`config.mk`:
```
export PLATFORM = sky130hd
export DESIGN_NAME = cam_i2c_write_master
export DESIGN_NICKNAME = d
export VERILOG_FILES = /design/src/rtl/cam_i2c_write_master_pkg.sv /design/src/rtl/cam_i2c_tick_gen.sv /design/src/rtl/cam_i2c_write_master.sv
export SDC_FILE = /design/constraint.sdc
export NUM_CORES = 1
export LEC_CHECK = 0
export ABC_AREA = 1
export CORE_AREA = 10 10 78 80
export CTS_BUF_LIST = sky130_fd_sc_hd__clkbuf_8
export CTS_CLUSTER_DIAMETER = 30
export DETAILED_ROUTE_END_ITERATION = 10
export DIE_AREA = 0 0 88 90
export GPL_TIMING_DRIVEN = 0
export PLACE_DENSITY = 0.7
export SYNTH_ARGS = -nofsm -noshare
export SYNTH_HDL_FRONTEND = slang
export SYNTH_SLANG_ARGS = --single-unit
```
`constraint.sdc`:
```
create_clock -name sysClk -period 3.2 [get_ports sysClk]
set_input_delay 0.96 -clock sysClk [delete_from_list [all_inputs] [get_ports sysClk]]
set_output_delay 0.96 -clock sysClk [all_outputs]
set_load 0.01 [all_outputs]
```
`src/rtl/cam_i2c_write_master_pkg.sv`:
```
// Shared definitions for the camera I2C write master: FSM states, default
// sensor addresses and the bit-phase (quarter-period) constants.
package cam_i2c_write_master_pkg;

    typedef enum logic [3:0] {
        IDLE,
        START,
        ADDR,
        DATA,
        ACK,
        LOAD,
        STOP,
        DRAIN,
        DONE
    } cam_state_t;

    localparam int unsigned DEF_CLK_DIV   = 125;
    localparam logic [6:0]  DEF_DEV_ADDR0 = 7'h48;
    localparam logic [6:0]  DEF_DEV_ADDR1 = 7'h5D;

    localparam logic [1:0] Q0 = 2'd0;
    localparam logic [1:0] Q1 = 2'd1;
    localparam logic [1:0] Q2 = 2'd2;
    localparam logic [1:0] Q3 = 2'd3;

    // Index of the LSB within a reg/MSB/LSB triplet.
    localparam logic [1:0] LAST_IDX = 2'd2;

endpackage

```
`src/rtl/cam_i2c_tick_gen.sv`:
```
// Quarter-period tick generator: one-cycle tick every CLK_DIV sysClk cycles
// while enabled; restarts from zero whenever disabled.
module cam_i2c_tick_gen #(
    parameter int unsigned CLK_DIV = 125
) (
    input  logic sysClk,
    input  logic rstn,
    input  logic en,
    output logic tick
);

    localparam int unsigned CW = (CLK_DIV > 1) ? $clog2(CLK_DIV) : 1;

    logic [CW-1:0] cnt;

    assign tick = en && (cnt == CW'(CLK_DIV - 1));

    always_ff @(posedge sysClk or negedge rstn) begin
        if (!rstn) begin
            cnt <= '0;
        end else if (!en || tick) begin
            cnt <= '0;
        end else begin
            cnt <= cnt + CW'(1);
        end
    end

endmodule

```
`src/rtl/cam_i2c_write_master.sv`:
```
// Camera sensor I2C write master: turns reg/MSB/LSB byte triplets into
// one I2C register write each, with NACK and malformed-burst handling.
module cam_i2c_write_master
    import cam_i2c_write_master_pkg::*;
#(
    parameter int unsigned CLK_DIV   = DEF_CLK_DIV,
    parameter logic [6:0]  DEV_ADDR0 = DEF_DEV_ADDR0,
    parameter logic [6:0]  DEV_ADDR1 = DEF_DEV_ADDR1
) (
    input  logic       sysClk,
    input  logic       rstn,
    input  logic [7:0] byte_in,
    input  logic       byte_valid,
    input  logic       byte_last,
    input  logic       cam_id,
    output logic       byte_ready,
    output logic       scl_oe,
    output logic       sda_oe,
    input  logic       sda_in,
    output logic       busy,
    output logic       done,
    output logic       nack_err
);

    cam_state_t state, state_n;

    logic [1:0] phase;
    logic [2:0] bit_cnt;
    logic [1:0] byte_cnt;
    logic [7:0] shreg;
    logic       cam_sel;
    logic       last_seen;
    logic       abort;
    logic       in_addr;
    logic       ack_bit;
    logic       rdy_en;
    logic       rdy_st;
    logic       tick_en;
    logic       tick;
    logic       accept;
    logic       ack_end;
    logic [7:0] tx_byte;
    logic       tx_bit;

    cam_i2c_tick_gen #(.CLK_DIV(CLK_DIV)) u_tick (
        .sysClk (sysClk),
        .rstn   (rstn),
        .en     (tick_en),
        .tick   (tick)
    );

    assign byte_ready = rdy_en && rdy_st;
    assign accept     = byte_valid && byte_ready;
    assign busy       = (state != IDLE);
    assign done       = (state == DONE);
    assign ack_end    = (state == ACK) && tick && (phase == Q3);
    assign tx_byte    = (state == ADDR) ? {(cam_sel ? DEV_ADDR1 : DEV_ADDR0), 1'b0} : shreg;
    assign tx_bit     = tx_byte[3'd7 - bit_cnt];

    always_ff @(posedge sysClk or negedge rstn) begin
        if (!rstn) begin
            state <= IDLE;
        end else begin
            state <= state_n;
        end
    end

    always_comb begin
        state_n = state;
        scl_oe  = 1'b0;
        sda_oe  = 1'b0;
        rdy_st  = 1'b0;
        tick_en = 1'b0;
        case (state)
            IDLE: begin
                rdy_st = 1'b1;
                if (accept) state_n = START;
            end
            START: begin
                tick_en = 1'b1;
                sda_oe  = 1'b1;
                scl_oe  = (phase == Q2);
                if (tick && phase == Q2) state_n = ADDR;
            end
            ADDR, DATA: begin
                tick_en = 1'b1;
                sda_oe  = ~tx_bit;
                scl_oe  = (phase == Q0) || (phase == Q3);
                if (tick && phase == Q3 && bit_cnt == 3'd7) state_n = ACK;
            end
            ACK: begin
                tick_en = 1'b1;
                scl_oe  = (phase == Q0) || (phase == Q3);
                if (ack_end) begin
                    if (ack_bit)                             state_n = STOP;
                    else if (in_addr)                        state_n = DATA;
                    else if (last_seen || byte_cnt == LAST_IDX) state_n = STOP;
                    else                                     state_n = LOAD;
                end
            end
            LOAD: begin
                // byte_cnt==LAST_IDX here means a STOP already freed the bus
                // and the next triplet's reg byte is awaited.
                rdy_st = 1'b1;
                scl_oe = (byte_cnt != LAST_IDX);
                if (accept) state_n = (byte_cnt == LAST_IDX) ? START : DATA;
            end
            STOP: begin
                tick_en = 1'b1;
                sda_oe  = (phase == Q0) || (phase == Q1);
                scl_oe  = (phase == Q0);
                if (tick && phase == Q3) begin
                    if (last_seen)  state_n = DONE;
                    else if (abort) state_n = DRAIN;
                    else            state_n = LOAD;
                end
            end
            DRAIN: begin
                rdy_st = 1'b1;
                if (accept && byte_last) state_n = DONE;
            end
            DONE:    state_n = IDLE;
            default: state_n = IDLE;
        endcase
    end

    always_ff @(posedge sysClk or negedge rstn) begin
        if (!rstn) begin
            phase     <= Q0;
            bit_cnt   <= '0;
            byte_cnt  <= '0;
            shreg     <= '0;
            cam_sel   <= 1'b0;
            last_seen <= 1'b0;
            abort     <= 1'b0;
            in_addr   <= 1'b0;
            ack_bit   <= 1'b0;
            nack_err  <= 1'b0;
            rdy_en    <= 1'b0;
        end else begin
            rdy_en <= 1'b1;
            if (state_n != state || !tick_en) begin
                phase <= Q0;
            end else if (tick) begin
                phase <= phase + 2'd1;
            end
            if ((state == ADDR || state == DATA) && tick && phase == Q3) begin
                bit_cnt <= bit_cnt + 3'd1;
            end
            if (state == ACK && tick && phase == Q2) begin
                ack_bit <= sda_in;
            end
            if (state == START) begin
                in_addr <= 1'b1;
            end
            if (ack_end) begin
                in_addr <= 1'b0;
                if (ack_bit) begin
                    nack_err <= 1'b1;
                    abort    <= 1'b1;
                end else if (!in_addr && last_seen && byte_cnt != LAST_IDX) begin
                    nack_err <= 1'b1;
                end
            end
            if (accept) begin
                shreg <= byte_in;
                if (state == IDLE) begin
                    byte_cnt  <= '0;
                    cam_sel   <= cam_id;
                    last_seen <= byte_last;
                    abort     <= 1'b0;
                    nack_err  <= 1'b0;
                end else if (state == LOAD) begin
                    last_seen <= byte_last;
                    if (byte_cnt == LAST_IDX) begin
                        byte_cnt <= '0;
                        cam_sel  <= cam_id;
                    end else begin
                        byte_cnt <= byte_cnt + 2'd1;
                    end
                end
            end
        end
    end

endmodule

```
==> impl_results.md <==
* Final slew viol count at 0
* Reg clk slew, reported paths at around 70 ps
* CTS Buffer Depth at 2
* Global placer's final weighted congestion at 0.857
* Reg2reg start: u_tick.cnt[0]
* Sequential power share at 49.0%
* Setup WS pre-CTS at roughly 38 ps
* 1st-iter DRT viols at 87
* Die X at between 80 and 90 microns
* First drt pass iteration count at 4
* Aggregate global-route resource usage at between 10% and 20%
* Num CTS Buffers at 5
* Slowest cell on the critical path: dfrtp_2
* #FFs+latches synth at 33
* Number of cell rows at 25
* Syn Inst Count at approximately 270
* Clock power frac at around a quarter
* Sw frac at between 30% and 40%
* Critical Path Source Type: register
* Die Area at around 8000 sq um
* Final setup fails at 0
* Wire length per cell at 12.7 microns
* Vias per inst at approximately 5
* IO Count at 20
* ANT nets after route at 0
* Via count at around 1800
* Worst-Skew Late Latency at a little under 300 ps
* Worst Path Required at 2240 ps
* DP HPWL at approximately 3.4 mm
* Switching power at about 0.38 mW
* Fin crit share at between 90 and 100%
* Die Ht at roughly 90 microns
* Buf/Inv on CP at 2
* Static leakage at 1.26 nW
* Max-Cap Viols at 0
* Largest net degree at the start of global routing at 34
* Final WL at about 4.4 mm
* Worst Skew at ~4.4 ps
* Core ar. at ~4600 sq um
* First-pass GRT wire length at about 7.5 mm
* Sequential cell area fraction in the yosys report at between 40 and 50%
* Mapped Nets at roughly 290
* Leading area contributor after synthesis: dfrtp_1
* Grt total ovfl at 0
* Fin. Hold Viols at 0
* Average size of a mapped cell at approximately 7.5 sq um
* Library cells used by synthesis at 32
* Status: complete, no violations
* Worst Hold Class: register to register
* N_diodes at 0
* Int Power at ~0.8 mW
* Initial antenna violation count at 0
* PnR worst setup slack at 208 ps
* Max Freq at 334 MHz
* Unrepaired setup endpoints after global routing: no
* Pwr per Cell Area at just over 500 nW/um^2
* Yosys warning count at 0
* Mapped Area at 2010 sq um
* Synth top area cells: dfrtp_1 (41%), nand2_1 (15%), inv_1 (6.4%), ha_1 (5.0%), nand3_1 (4.5%)
* IO Port Bufs at 19
* Vias in the first global route at between 1500 and 2000
* Root Driver: clkbuf_8
* Layout cells sized above 1 at about an eighth
* Crit Path Category: register to output pin
* H-tree lvl count at 2
* Worst EP arrival at 2030 ps
* CP startpoint: state[0]
* Initial Util at 43.6%
* Crit-path max FO at 6
* Remaining DRCs at 0
* Final critical-path required period at between 2000 and 3000 ps
* Share of the synthesized area in the top cell type at around 41%
* Layout area overhead at 17.9%
* Nets at between 300 and 400
* CTS sink cnt at 33
* Rel. slew slack at ~49%
* CP endpoint kind: output pin
* Crit-path cells: inv_2, nand2_1, nor2_4, nand2_1, o21ai_0, nand2_1, o21ai_0, nand2_1, o211ai_1, o211ai_1, nand3_1, dlygate4sd2_1
* CTS tree: done
* VDD IR max at 0.000327 V
* Final TNS setup at 0 ps
* Worst-Margin Slew at between 700 and 800 ps
* Family with the most delay on the worst path: simple AND/OR/NAND/NOR gates
* CP peak stage delay at approximately 450 ps
* Comb pwr share at 24.8%
* Hold Crit Start: shreg[7]
* Cell with the most instances on the worst path: nand2_1
-- worst min-delay path, stage by stage (launching register included) --
cell and delay, ps:
dfrtp_1 340, nand2_1 50, nand2_1 60
-- metal layers --
| metal | track usage [%] | wire (microns) | vias to the layer above |
|---|---|---|---|
| met1 | 14.6 | 2090 | 815 |
| li1 | - | - | 911 |
| met2 | 17.4 | 2000 | 25 |
| met3 | 3.07 | 179 | 14 |
| met5 | 0 | 0 | - |
| met4 | 6.25 | 147 | 0 |
-- what timing repair did --
action,in CTS,in global routing
setup buffers,1,0
hold endpoints to repair,0,0
hold buffers,0,0
gates resized for setup,6,1
cloned,0,0
endpoints found under the setup margin,1,1
-- final cells by class --
| cell class | count | area (sq um) |
|---|---|---|
| Tap cell | 54 | 67.6 |
| Sequential cell | 33 | 827 |
| Clock inverter | 1 | 3.75 |
| Fill cell | 455 | 2230 |
| Inverter | 39 | 149 |
| Buffer | 1 | 3.75 |
| Multi-Input combinational cell | 194 | 1040 |
| Timing Repair Buffer | 20 | 194 |
| Clock buffer | 6 | 82.6 |
-- synth_stat cells, drive strengths merged --
cell and count:
or2 2, o21a 1, mux2 1, ha 8
nand2 88, o22ai 1, inv 39, nand3 21
nor3b 2, o21ai 13, nor3 4, clkbuf 1
dfrtp 33, a31oi 2, nor2 24, xor2 3
a21oi 10, nand3b 1, o2111ai 1, and3 1
o211ai 4, conb 1, nand4 6
-- registers in the layout (all words and copies together), names as in the netlist --
register / cells
byte_cnt: 2
cam_sel: 1
nack_err: 1
state: 4
last_seen: 1
phase: 2
rdy_en: 1
shreg: 8
abort: 1
u_tick.cnt: 7
in_addr: 1
ack_bit: 1
bit_cnt: 3
-- layout by cell type, fill, tap and decap left out, types with 8 or more instances in the layout --
cell type,count
nand2_1,80
nand3_1,18
dfrtp_1,32
o21ai_0,11
inv_1,34
a21oi_1,10
nor2_1,19
ha_1,8
clkdlybuf4s50_1,16
-- stage by stage --
stage                     area (sq um)  utilization [%]  power, mW  hold WS [ps]  instances
after floorplan                   2010                -      0.787           444        267
after global placement            2260             49.2      0.879           460        340
after detailed placement          2260             49.1      0.888           468        340
after CTS                         2360             51.4       1.21           486        348
after global routing              2360             51.4       1.28           500        348
final                             2360             51.4       1.19           484        348
-- cell families (layout without fill, tap and decap cells) --
family                     after synthesis  after routing  share of synthesized area, %
adders and majority gates                8              8                          4.99
AOI/OAI and AO/OA                       32             32                          8.98
xor gates and xnor gates                 3              3                          1.31
DFF                                     33             33                          41.2
muxes                                    1              1                         0.561
buffers and inverters                   40             67                          7.61
and+or+nand+nor                        149            149                          35.2
other                                    1              1                         0.187
-- path summary, 6_finish.rpt --
kind | to | slack [ps] | depth (start not counted)
setup / recovery | sda_oe | 210 | 12
hold / removal | shreg[7] | 480 | 2
setup reg to reg | phase[1] | 1280 | 14
hold reg to reg | shreg[7] | 480 | 2
max in group asynchronous | state[0] | 1930 | 1
min in group asynchronous | u_tick.cnt[5] | 750 | 1
-- power by group through the flow --
stage	sequential, mW	combinational (mW)	clock [mW]
floorplan	0.572	0.216	0
global placement	0.588	0.291	0
detailed placement	0.589	0.299	0
CTS	0.584	0.302	0.319
global route	0.595	0.347	0.338
finish	0.584	0.296	0.312
Note: power is estimated with default switching activity, not from simulation.
